`config.mk`:
```
export PLATFORM = sky130hd
export DESIGN_NAME = sram_arbiter
export DESIGN_NICKNAME = d
export VERILOG_FILES = /design/src/rtl/sram_arbiter.sv
export SDC_FILE = /design/constraint.sdc
export NUM_CORES = 1
export LEC_CHECK = 0
export BUFFER_PORTS_ARGS = -buffer_cell sky130_fd_sc_hd__clkbuf_2
export CAP_MARGIN = 5
export CORE_AREA = 3 3 122 124
export DETAILED_ROUTE_END_ITERATION = 6
export DIE_AREA = 0 0 125 127
export PLACE_DENSITY = 0.53
export REMOVE_ABC_BUFFERS = 1
export SLEW_MARGIN = 0
export SYNTH_ARGS = -nofsm -noshare
export SYNTH_HDL_FRONTEND = slang
export SYNTH_SLANG_ARGS = --single-unit
```
`constraint.sdc`:
```
create_clock -name pclk -period 4.2 [get_ports pclk]
set_input_delay 0.84 -clock pclk [delete_from_list [all_inputs] [get_ports pclk]]
set_output_delay 0.84 -clock pclk [all_outputs]
set_load 0.03 [all_outputs]
```
`src/rtl/sram_arbiter.sv`:
```
// sram_arbiter: shares the single-ported sram APB port between master 0 (fetch) and master 1 (load/store).
// Define SRAM_ARB_RR_EN for round-robin tie-breaking; otherwise master 1 wins ties.
module sram_arbiter #(
  parameter int unsigned ADDR_WIDTH = 32,
  parameter int unsigned DATA_WIDTH = 32,
  parameter int unsigned TIMEOUT    = 15
) (
  input  logic                  pclk,
  input  logic                  presetn,
  // master 0
  input  logic                  m0_psel,
  input  logic                  m0_penable,
  input  logic                  m0_pwrite,
  input  logic [ADDR_WIDTH-1:0] m0_paddr,
  input  logic [DATA_WIDTH-1:0] m0_pdata,
  input  logic [3:0]            m0_pstb,
  output logic [DATA_WIDTH-1:0] m0_prdata,
  output logic                  m0_pready,
  output logic                  m0_perr,
  // master 1
  input  logic                  m1_psel,
  input  logic                  m1_penable,
  input  logic                  m1_pwrite,
  input  logic [ADDR_WIDTH-1:0] m1_paddr,
  input  logic [DATA_WIDTH-1:0] m1_pdata,
  input  logic [3:0]            m1_pstb,
  output logic [DATA_WIDTH-1:0] m1_prdata,
  output logic                  m1_pready,
  output logic                  m1_perr,
  // sram
  output logic [ADDR_WIDTH-1:0] paddr,
  output logic [DATA_WIDTH-1:0] pdata,
  output logic [3:0]            pstb,
  output logic                  psel,
  output logic                  penable,
  output logic                  pwrite,
  input  logic [DATA_WIDTH-1:0] prdata,
  input  logic                  pready,
  input  logic                  perr
);

  localparam int unsigned CNT_WIDTH = $clog2(TIMEOUT + 1);

  typedef enum logic [1:0] {
    IDLE   = 2'd0,
    SETUP  = 2'd1,
    ACCESS = 2'd2
  } state_t;

  state_t               state;
  logic                 grant;
  logic                 next_grant;
  logic [CNT_WIDTH-1:0] count;
  logic                 active;
  logic                 wd_expired;
  logic                 done;
  logic                 rsp_err;
  logic [DATA_WIDTH-1:0] rsp_data;

  // The requester's own penable carries no extra information: psel alone marks a pending transfer.
  logic unused_penable;
  assign unused_penable = m0_penable ^ m1_penable;

  assign active     = (state != IDLE);
  assign wd_expired = (count == CNT_WIDTH'(TIMEOUT));
  assign done       = (state == ACCESS) && (pready || wd_expired);

`ifdef SRAM_ARB_RR_EN
  // Master of the most recent completion; a tie goes to the other one.
  logic last;

  always_ff @(posedge pclk or negedge presetn) begin
    if (!presetn) begin
      last <= 1'b1;
    end else if (done) begin
      last <= grant;
    end
  end

  assign next_grant = (m0_psel && m1_psel) ? ~last : m1_psel;
`else
  assign next_grant = m1_psel;
`endif

  // Transfer sequencer with saturating ACCESS watchdog
  always_ff @(posedge pclk or negedge presetn) begin
    if (!presetn) begin
      state <= IDLE;
      grant <= 1'b0;
      count <= '0;
    end else begin
      case (state)
        IDLE: begin
          if (m0_psel || m1_psel) begin
            grant <= next_grant;
            state <= SETUP;
          end
        end
        SETUP: begin
          count <= '0;
          state <= ACCESS;
        end
        ACCESS: begin
          if (done) begin
            state <= IDLE;
          end else if (!wd_expired) begin
            count <= count + CNT_WIDTH'(1);
          end
        end
        default: state <= IDLE;
      endcase
    end
  end

  // Downstream request mux: granted master while a transfer is open, zero otherwise
  assign psel    = active;
  assign penable = (state == ACCESS);
  assign paddr   = active ? (grant ? m1_paddr  : m0_paddr)  : '0;
  assign pdata   = active ? (grant ? m1_pdata  : m0_pdata)  : '0;
  assign pstb    = active ? (grant ? m1_pstb   : m0_pstb)   : 4'h0;
  assign pwrite  = active ? (grant ? m1_pwrite : m0_pwrite) : 1'b0;

  // A watchdog completion reports an error with no data.
  assign rsp_err  = pready ? perr   : 1'b1;
  assign rsp_data = pready ? prdata : '0;

  assign m0_pready = done && !grant;
  assign m0_perr   = done && !grant && rsp_err;
  assign m0_prdata = (done && !grant) ? rsp_data : '0;

  assign m1_pready = done && grant;
  assign m1_perr   = done && grant && rsp_err;
  assign m1_prdata = (done && grant) ? rsp_data : '0;

endmodule

```
==> flow_summary.json <==
{
  "outcome": "completed",
  "die_height_um": 127,
  "critical_path_at_ns": 2.27,
  "worst-setup-path-type": "reg2out",
  "globalRouteTotalUtil_pct": 11.87,
  "root_buffer_cell": "clkbuf_16",
  "timing.critical_path.to_type": "primary output",
  "cts_made_buffers": 3,
  "coreArea_mm2": 0.01388,
  "grt_pass1_wl_um": 15670,
  "floorplan.io_pins": 317,
  "clock-sinks": 7,
  "initial_core_utilization_pct": 14.19,
  "setup_tns_ns": 0,
  "worst_clock_skew_ns": 0.0008527,
  "grt_max_degree": 75,
  "ys_seq_area_share_pct": 8.895,
  "synth-warning-count": 0,
  "ff_latch_area_um2": 178.9,
  "worst_slew_pin_slew_ns": 0.8458,
  "grt_antenna_before_repair": 0,
  "layout.cells.most_common": "clkbuf_2",
  "pwr_cell_area_mw_per_mm2": 642.3,
  "placement_rows": 43,
  "area_growth_syn_to_layout_pct": 88.95,
  "mappedNetlistArea_mm2": 0.001969,
  "grt_setup_unrepaired": "false",
  "post_cts_hold_buffers": 0,
  "max_cap_viol_count": 0,
  "hold_violations": 0,
  "wl_um": 10230,
  "first_global_vias": 2956,
  "fp.dieArea_mm2": 0.01588,
  "cts_max_level": 1,
  "cts_resized": 0,
  "cts_tree": "built",
  "postRouteAntennaNets": 0,
  "drtPass1Iterations": 4,
  "flop_and_latch_count_out_of_synthesis": 7,
  "fp.dieW_um": 125,
  "clock_path_buffers": 2,
  "count_of_input_and_output_buffers": 314,
  "asr_flop_ratio_synth_pct": 100.0,
  "final_nets": 788,
  "edff_count_synth": 0,
  "yosys_most_used_dff": "dfrtp_1",
  "min_path_type": "in2async",
  "syn_inst": 311,
  "maxClockFrequency_mhz": 321.2,
  "min_period_ns": 3.113,
  "layout.core_utilization_pct": 26.81,
  "final_cell_mix": "314 x clkbuf_2, 139 x nor2_1, 69 x mux2i_1",
  "drtIter0Drc": 105,
  "vdd.ir_drop.worst_mv": 0.3126,
  "number_of_vias_per_cell_after_detailed_routing": 4.005,
  "worst_setup_hold_path_clk_slew_ns": 0.04,
  "synthDistinctLibCells": 32,
  "crit_path_start_kind": "register",
  "n_antenna_cell": 0,
  "slew-limit-headroom_pct": 43.61,
  "placement.setup.worst_slack_ns": 1.300,
  "clk_latency_ns": 0.23,
  "required_ns": 3.36,
  "p_leak_nw": 2.399,
  "post_cts.repair.setup_buffers": 0,
  "syn_area_per_cell_um2": 6.332,
  "grt_overflow": 0,
  "critPathMaxFanout": 51,
  "routed-via-count": 3144,
  "totalPowerFinal_mw": 2.390,
  "finalSetupViolCount": 0,
  "place.detailed.hpwl_um": 8993,
  "timing_max_transition_violations_final": 0,
  "timing.final.crit_share_pct": 74.12,
  "drcViolationCount": 0,
  "avgRoutedWirePerCell_um": 13.03,
  "fin_cells": 785,
  "placed_cells": 781,
  "drive_gt1_share_pct": 54.38,
  "fillCellCount": 1593,
  "multi_input_comb_area_mm2": 0.001605,
  "timing.final.ws_setup_ns": 1.087,
  "final_replace_weighted_congestion": 0.8624
}
-- final cells by class --
type,count,area share (%)
inverters,7,0.7061
well taps,180,6.052
flip-flops and latches,7,4.808
multi-input cells,270,43.14
repair buffers,317,43.17
clock buffers,4,2.118
-- synth_stat cells (2+ instances only) --
master	number	share of area, %
nor2_1	139	26
mux2i_1	69	35
nand2_1	35	6.7
clkbuf_1	9	1.7
buf_4	7	2.7
dfrtp_1	7	8.9
buf_2	6	1.5
inv_1	6	1.1
buf_6	4	2.3
ha_1	4	2.5
a21oi_1	3	0.76
nand3_1	2	0.51
-- cell families (layout without fill, tap and decap cells) --
logic type / Yosys count / count (layout) / synth area share, %
adder cells (fa/ha/maj): 4 / 4 / 2.541
buffers and inverters: 34 / 328 / 9.720
AO/OA/AOI/OAI: 12 / 12 / 5.210
flip-flops: 7 / 7 / 8.895
AND/OR/NAND/NOR: 184 / 184 / 37.80
multiplexers: 70 / 70 / 35.83
-- metal layers --
metal / GRT usage [%] / up-vias / wire, um
li1: - / 1595 / -
met1: 13.36 / 1346 / 3712
met2: 23.57 / 194 / 5467
met3: 2.383 / 9 / 969
met4: 1.467 / 0 / 75
met5: 0 / - / 0
-- power breakdown --
part / internal, mW / switching (mW)
clock: 0.126 / 0.0347
combinational: 0.648 / 1.37
sequential: 0.0879 / 0.126
-- through the flow --
step	area, um^2	hold WS [ns]
after floorplan	1804	0.4997
after global placement	3642	0.5312
after detailed placement	3642	0.5365
after CTS	3721	0.4506
after global routing	3721	0.4556
final	3721	0.4439
-- registers in the layout, indices dropped and copies added, names as in the netlist --
signal and count:
state 2, count 4, grant 1
-- worst max-delay path, stage by stage, from the launching register on --
cell and delay [ns]:
dfrtp_4 0.95, buf_4 0.48, mux2i_1 0.29, nor2_1 0.06, clkbuf_2 0.19
-- path summary, 6_finish.rpt --
check / slack, ns / start / to / depth (start not counted)
max in group asynchronous: 3.57 / presetn / grant / 1
hold / removal: 0.44 / presetn / grant / 1
hold reg to reg: 0.54 / state[1] / state[1] / 1
min in group pclk: 0.54 / state[1] / state[1] / 1
setup / recovery: 1.09 / grant / pdata[26] / 4
setup reg to reg: 2.60 / state[0] / state[1] / 4
No activity file was read; power rests on OpenSTA's default activity.
